$ cat src/rtl/mark_track_ctrl.sv
// mark_track_ctrl: frame-synchronous acquire/track/coast controller for the VGA marker overlay (optional MARK_SMOOTH_EN smoothing)
module mark_track_ctrl #(
   parameter int IMG_W        = 800,
   parameter int IMG_H        = 600,
   parameter int ACQ_FRAMES   = 2,
   parameter int COAST_FRAMES = 8,
   parameter int DEF_SIZE     = 64
`ifdef MARK_SMOOTH_EN
   ,parameter int SMOOTH_SHIFT = 2
`endif
) (
   input  logic        clk,
   input  logic        rst_n,
   input  logic        pre_vs,
   input  logic        det_valid,
   output logic        det_ready,
   input  logic [10:0] det_x,
   input  logic [10:0] det_y,
   input  logic [10:0] det_size,
   output logic [10:0] px,
   output logic [10:0] py,
   output logic [10:0] a,
   output logic        mark_en,
   output logic [1:0]  trk_state,
   output logic        lost_pulse
);
   typedef enum logic [1:0] {IDLE = 2'd0, ACQUIRE = 2'd1, TRACK = 2'd2, COAST = 2'd3} state_t;
   localparam logic [10:0] X_MAX = 11'(IMG_W - 1);
   localparam logic [10:0] Y_MAX = 11'(IMG_H - 1);
   localparam logic [10:0] S_MIN = 11'd8;
   localparam logic [10:0] X_MID = 11'(IMG_W / 2);
   localparam logic [10:0] Y_MID = 11'(IMG_H / 2);
   localparam logic [10:0] S_DEF = 11'(DEF_SIZE);
   localparam logic [7:0]  ACQ_N = 8'(ACQ_FRAMES);
   localparam logic [7:0]  COAST_N = 8'(COAST_FRAMES);
   state_t      state, state_nxt;
   logic        vs_d, fb, pend_vld, lost_nxt;
   logic [10:0] pend_x, pend_y, pend_s, ux, uy, ua, px_nxt, py_nxt, a_nxt;
   logic [7:0]  hit_cnt, hit_nxt, miss_cnt, miss_nxt;
   assign fb        = pre_vs & ~vs_d;
   assign det_ready = ~fb;
   assign mark_en   = state[1];
   assign trk_state = state;
`ifdef MARK_SMOOTH_EN
   // v + ((d - v) >>> SMOOTH_SHIFT), bounded to [lo, hi]
   function automatic logic [10:0] smooth(input logic [10:0] v, input logic [10:0] d,
                                          input logic [10:0] lo, input logic [10:0] hi);
      logic signed [11:0] diff, step;
      logic signed [12:0] sum;
      diff = $signed({1'b0, d}) - $signed({1'b0, v});
      step = diff >>> SMOOTH_SHIFT;
      sum  = $signed({2'b00, v}) + $signed({step[11], step});
      return (sum < $signed({2'b00, lo})) ? lo : (sum > $signed({2'b00, hi})) ? hi : sum[10:0];
   endfunction
   assign ux = smooth(px, pend_x, 11'd0, X_MAX);
   assign uy = smooth(py, pend_y, 11'd0, Y_MAX);
   assign ua = smooth(a, pend_s, S_MIN, 11'h7FF);
`else
   assign ux = pend_x;
   assign uy = pend_y;
   assign ua = pend_s;
`endif
   // frame-edge history and last-wins clamped pending detection
   always_ff @(posedge clk or negedge rst_n) begin
      if (!rst_n) begin
         vs_d     <= 1'b0;
         pend_vld <= 1'b0;
         pend_x   <= '0;
         pend_y   <= '0;
         pend_s   <= '0;
      end else begin
         vs_d <= pre_vs;
         if (fb) pend_vld <= 1'b0;
         else if (det_valid) begin
            pend_vld <= 1'b1;
            pend_x   <= (det_x > X_MAX) ? X_MAX : det_x;
            pend_y   <= (det_y > Y_MAX) ? Y_MAX : det_y;
            pend_s   <= (det_size < S_MIN) ? S_MIN : det_size;
         end
      end
   end
   // tracker state and committed marker registers
   always_ff @(posedge clk or negedge rst_n) begin
      if (!rst_n) begin
         state      <= IDLE;
         px         <= X_MID;
         py         <= Y_MID;
         a          <= S_DEF;
         hit_cnt    <= '0;
         miss_cnt   <= '0;
         lost_pulse <= 1'b0;
      end else begin
         state      <= state_nxt;
         px         <= px_nxt;
         py         <= py_nxt;
         a          <= a_nxt;
         hit_cnt    <= hit_nxt;
         miss_cnt   <= miss_nxt;
         lost_pulse <= lost_nxt;
      end
   end
   // next state and commit values; everything holds except on a frame boundary
   always_comb begin
      state_nxt = state;
      px_nxt    = px;
      py_nxt    = py;
      a_nxt     = a;
      hit_nxt   = hit_cnt;
      miss_nxt  = miss_cnt;
      lost_nxt  = 1'b0;
      if (fb) begin
         case (state)
            IDLE: if (pend_vld) begin
               {px_nxt, py_nxt, a_nxt} = {pend_x, pend_y, pend_s};
               hit_nxt   = 8'd1;
               state_nxt = (ACQ_FRAMES == 1) ? TRACK : ACQUIRE;
            end
            ACQUIRE: if (pend_vld) begin
               {px_nxt, py_nxt, a_nxt} = {ux, uy, ua};
               hit_nxt   = hit_cnt + 8'd1;
               state_nxt = (hit_nxt >= ACQ_N) ? TRACK : ACQUIRE;
            end else begin
               hit_nxt   = '0;
               state_nxt = IDLE;
            end
            default: if (pend_vld) begin
               {px_nxt, py_nxt, a_nxt} = {ux, uy, ua};
               miss_nxt  = '0;
               state_nxt = TRACK;
            end else begin
               miss_nxt  = (state == TRACK) ? 8'd1 : miss_cnt + 8'd1;
               state_nxt = COAST;
               if (miss_nxt >= COAST_N) begin
                  miss_nxt  = '0;
                  hit_nxt   = '0;
                  lost_nxt  = 1'b1;
                  state_nxt = IDLE;
               end
            end
         endcase
      end
   end
endmodule

$ cat config.mk
export PLATFORM = sky130hd
export DESIGN_NAME = mark_track_ctrl
export DESIGN_NICKNAME = d
export VERILOG_FILES = /design/src/rtl/mark_track_ctrl.sv
export SDC_FILE = /design/constraint.sdc
export NUM_CORES = 1
export LEC_CHECK = 0
export ABC_CLOCK_PERIOD_IN_PS = 4050
export BUFFER_PORTS_ARGS = -buffer_cell sky130_fd_sc_hd__buf_2
export CAP_MARGIN = 20
export CORE_UTILIZATION = 25
export CTS_CLUSTER_DIAMETER = 150
export DETAILED_ROUTE_END_ITERATION = 8
export GPL_TIMING_DRIVEN = 0
export PLACE_DENSITY_LB_ADDON = 0.2
export SLEW_MARGIN = 20
export SYNTH_ARGS = -nofsm -noshare
export SYNTH_HDL_FRONTEND = slang
export SYNTH_SLANG_ARGS = --single-unit
$ cat constraint.sdc
create_clock -name clk -period 4.05 [get_ports clk]
set_input_delay 0.81 -clock clk [delete_from_list [all_inputs] [get_ports clk]]
set_output_delay 0.81 -clock clk [all_outputs]
set_load 0.02 [all_outputs]
== After elaboration in Yosys (flattened, before gate mapping) ==
Cells that the tools add are included.

* Bits in registers: 87
* Output and inout port bits: 38
* Logic and storage cells: 59
* Input bits: 37

* Bitwise operators: 4
* Equality and inequality tests: 4
* Reduce and logical (&&, ||, !) cells: 9
* Magnitude comparators: 5
* Multiplexer cells: 23
* Add/sub/neg operators: 2

{| class="wikitable"
|+ Operators with widths
! cell !! count
|-
| two-way mux 8 bit || 7
|-
| two-way mux 11 bit || 3
|-
| greater-than comparator 11 x 10 -> 1 bit (second input constant) || 2
|-
| adder 8 x 1 -> 8 bit (second input constant) || 2
|-
| one-hot mux 8 bit (2 select lines) || 1
|-
| < comparator 11 x 4 -> 1 bit (second input constant) || 1
|-
| two-way mux 2 bit || 5
|-
| >= comparator 8 x 2 -> 1 bit (second input constant) || 1
|-
| >= comparator 8 x 4 -> 1 bit (second input constant) || 1
|-
| AND reduction 2 bit || 4
|-
| two-way mux 1 bit || 6
|-
| one-hot mux 2 bit (2 select lines) || 1
|-
| AND reduction 4 bit || 1
|-
| != test 3 x 1 -> 1 bit (second input constant) || 1
|-
| inverter 1 bit || 3
|-
| nonzero test 3 bit || 1
|-
| equality test 2 x 1 -> 1 bit (second input constant) || 1
|-
| equality test 2 bit (second input constant) || 1
|-
| zero test 2 bit || 1
|-
| != test 2 bit (second input constant) || 1
|-
| nonzero test 2 bit || 1
|-
| OR reduction 2 bit || 1
|-
| bitwise AND 1 bit || 1
|}

== Logic depth before layout (Yosys ltp) ==
* Depth in word-level cells: 7
* Mapped depth: 7
* Depth with buffers taken out: 6

== Least setup slack after synthesis ==
OpenSTA, ideal clock, no wires.

* Path kind: input port to output port
* Start point: input pre_vs
* End point: output det_ready
* Required time: 3.240 ns
* Data arrival time: 1.135 ns
* Stages on the path: 2
* Path slack: 2.105 ns
* Buffers on the path: 0
* Cell sequence: nor2b_4 > inv_1

* Longest elaborated chain between the ends: 2

{| class="wikitable"
|+ Ends and longest elaborated chain
! what !! line !! source
|-
| from (decl) || 14 || <nowiki>input logic pre_vs,</nowiki>
|-
| bitwise AND 1 bit || 40 || <nowiki>assign fb = pre_vs & ~vs_d;</nowiki>
|-
| inverter 1 bit (no line) || - ||
|-
| to (decl) || 16 || <nowiki>output logic det_ready,</nowiki>
|}

No other way between the ends.

== Final worst setup path ==
Same ends and word-level chain as after synthesis.

==> impl_metrics.csv <==
group,metric,value,unit
detailed_routing,vias_per_cell,4.528,
critical_path,critPathCaptureType,"primary output",
grt,grt_pass1_vias,2728,
placement,weighted_congestion_at_the_end_of_routability_driven_global_placement,0.7072,
timing,timing.final.hold_violations,0,
grt,globalRoute.totalOverflow,0,
timing,maxSlewViolCount,0,
synthesis,synthAdderAreaFrac,1.001,%
detailed_routing,highest_metal_used,"met4",
layout,antennaDiodeCount,0,
synthesis,synth_top_family_by_area,"simple AND/OR/NAND/NOR gates",
timing,relSlewSlack,61.80,%
detailed_routing,drt-pass1-iter-count,4,
floorplan,floorplan.io_pins,75,
synthesis,synth_simple_gate_area_share,13.68,%
clock_network,clock_path_buffers,2,
placement,portBuffers,74,
status,result_of_the_run,"finished clean",
detailed_routing,met1_length,4047,um
power_and_ir_drop,vdd_drop_max,170.9,uV
critical_path,crit_path_start_kind,"input port",
timing,clock.fmax,440.3,MHz
synthesis,synth_area_per_cell,11.87,um2
timing,min_period_over_period,56.07,%
synthesis,netlist_area,3751,um2
synthesis,synth.top_cell.area_share,52.70,%
synthesis,synthesis.nets,356,
floorplan,row_count,44,
clock_network,htree_levels,3,
synthesis,synth_common_cells,"79 x dfrtp_1, 55 x nand2_1, 35 x mux2_2",
critical_path,cp-startpoint,"pre_vs",
layout,area.sequential,2187,um2
critical_path,path_common_cell,"buf_2",
synthesis,share_of_flip_flops_with_an_asynchronous_set_or_reset,100.0,%
placement,detailed_place_hpwl,6095,um
critical_path,cp.depth,4,
synthesis,synth_compound_gate_area_share,12.21,%
grt,grt_max_degree,58,
synthesis,synth.largest_area_cell,"dfrtp_1",
clock_network,numClockSinks,87,
layout,post-route-util,32.20,%
critical_path,maximum_fanout_encountered_on_the_critical_timing_path,6,
critical_path,worst_path_largest_cell_delay,210,ps
critical_path,worst_path_dominant_cell_family,"buffers and inverters",
critical_path,worstPathArrival,1460,ps
clock_network,clockRootBuffer,"clkbuf_16",
run,cap_violations,0,
synthesis,synthDistinctLibCells,58,
floorplan,initial_utilization,25.71,%
timing,fin_ws,1779,ps
detailed_routing,drt_wl_total,8398,um
synthesis,synth.top_cells.by_area,"dfrtp_1 53%, mux2_2 11%, dfstp_2 5.6%",
grt,antenna_violations_before_repair,0,
clock_network,clock_latency,340,ps
layout,drive_above_1_share,39.07,%
placement,place_ws,1699,ps
floorplan,core_region_area,14590,um2
timing,largest_clock_skew_in_the_final_design,4.539,ps
power_and_ir_drop,leakagePower,2.182,nW
synthesis,synth_xor_area_share,0.4670,%
detailed_routing,drcViolationCount,0,
synthesis,synth-seq-area-share,58.31,%
detailed_routing,detail_route.iter0.violations,94,
synthesis,yosys.cell_count.top_type,"dfrtp_1",
hold_path,worst_hold_path_type,"input port to asynchronous set/reset pin",
synthesis,count_of_state_elements_after_synthesis,87,
clock_network,post_cts.resized_instances,0,
clock_network,hold_buffers,0,
clock_network,post-cts-setup-buffer-count,0,
clock_network,tritoncts,"yes",
detailed_routing,final_antenna_net_count,0,
critical_path,worstRegToRegCells,6,
critical_path,path_cells,"buf_2 -> nor2b_4 -> inv_1 -> buf_2",
timing,setup-tns-final,0,ps
floorplan,floorplan.die.width,124.5,um
timing,setup_viol,0,
detailed_routing,route.met3.wl,471,um
floorplan,design.die.area,15500,um2
timing,setup_repair_after_global_routing_missed_its_margin,"false",
timing,finalCriticalPeriod,2271,ps
power_and_ir_drop,power_density,523.7,nW/um2
critical_path,r2r-start,"hit_cnt[0]$_DFFE_PN0P_",
floorplan,die-height,124.5,um
synthesis,synth-edff-count,0,
synthesis,fraction_of_synthesized_area_in_multiplexers,10.77,%
detailed_routing,via_count,2676,
layout,syn_to_final_growth,25.22,%
grt,track_usage,11.74,%
detailed_routing,routed_wire_length_per_instance,14.21,um
critical_path,cp.required,3240,ps
layout,final.fill_count,1474,
detailed_routing,route.met2.wl,3700,um
layout,multiInputGateArea,1430,um2
grt,wire_length_of_the_first_global_routing_pass,14280,um
critical_path,buffers_plus_inverters_on_the_worst_setup_path,3,
critical_path,crit_type,"input port to primary output",
layout,final_net_count,442,
clock_network,cts_buffers,9,
synthesis,synthesis.instances,316,
critical_path,crit_path_top_delay_cell,"nor2b_4",
synthesis,yosysWarnings,0,
timing,worst-slew-pin-transition,569.1,ps
clock_network,worst_setup_hold_path_clk_slew,60,ps
synthesis,yosys_most_used_dff,"dfrtp_1",
==> layout by cell type, fill, tap and decap left out, drive strengths merged, types with 2 or more instances in the layout <==
| cell | instances |
|---|---|
| o21ai | 16 |
| buf | 88 |
| nor3 | 8 |
| and2 | 9 |
| nor2 | 6 |
| nor2b | 2 |
| ha | 3 |
| o2bb2ai | 4 |
| a21oi | 8 |
| o22a | 5 |
| a211o | 2 |
| nor3b | 2 |
| o211ai | 2 |
| nand3 | 6 |
| nand2 | 55 |
| a21o | 2 |
| clkbuf | 17 |
| o31ai | 2 |
| and3 | 3 |
| a22o | 9 |
| dfstp | 8 |
| nor4 | 3 |
| nand2b | 3 |
| o311ai | 2 |
| mux2 | 35 |
| nand4 | 2 |
| dfrtp | 79 |
| inv | 7 |
==> report_power, final <==
group | leakage [nW] | switching (W) | internal (W)
combinational | 0.979 | 0.000308 | 0.000217
sequential | 1.05 | 0.0000787 | 0.00101
clock | 0.149 | 0.000318 | 0.000529
total | 2.18 | 0.000704 | 0.00176
==> cells by family after synthesis <==
group                    Yosys count
AO/OA/AOI/OAI                     61
flip-flops                        87
AND/OR/NAND/NOR                  103
adder cells (fa/ha/maj)            3
buffers and inverters             24
XOR/XNOR                           2
multiplexers                      36
==> worst paths after layout <==
path                                            endpoint  slack, ps
min in group clk                   pend_x[2]$_DFFE_PN0P_        460
worst min register to register     pend_x[2]$_DFFE_PN0P_        460
worst min-delay path             miss_cnt[2]$_DFFE_PN0P_        340
worst max register to register  trk_state[1]$_DFFE_PN0P_       2160
worst max-delay path                           det_ready       1780
max in group asynchronous              py[3]$_DFFE_PN1P_       3080
==> registers in the layout, summed over array words and instances (netlist names) <==
signal      flops
a              11
hit_cnt         8
lost_pulse      1
miss_cnt        8
pend_s         11
pend_vld        1
pend_x         11
pend_y         11
px             11
py             11
trk_state       2
vs_d            1
==> worst reg2reg max path: cells and delay by family, from the launching register on <==
kind                     cells  cell delay (ps)
AND/OR/NAND/NOR              3              710
AO/OA/AOI/OAI                2              250
flip-flops                   1              520
adder cells (fa/ha/maj)      1              300
==> final cells by class <==
type | count | area share, %
sequential | 87 | 46.56
multi-input combinational | 205 | 30.45
timing repair buffer | 75 | 8.604
clock buffer | 14 | 5.834
tap | 184 | 4.901
buffer | 17 | 2.291
clock inverter | 2 | 0.7991
inverter | 7 | 0.5594
==> through the flow <==
step | hold WS [ps] | total power, W | std cells | area, um2
6_report | 342.8 | 0.002460 | 591 | 4697
4_1_cts | 342.2 | 0.002509 | 591 | 4697
3_5_place_dp | 453.5 | 0.001636 | 575 | 4385
2_1_floorplan | 434.8 | 0.001435 | 316 | 3751
5_1_grt | 359.2 | 0.002601 | 591 | 4697
3_3_place_gp | 448.0 | 0.001622 | 574 | 4352
==> layer usage <==
layer	vias up	GRT usage, %
li1	1286	-
met1	1313	15.82
met2	65	16.93
met3	12	3.393
met4	0	6.166
met5	-	0
Power figures use the tool's default switching activity.
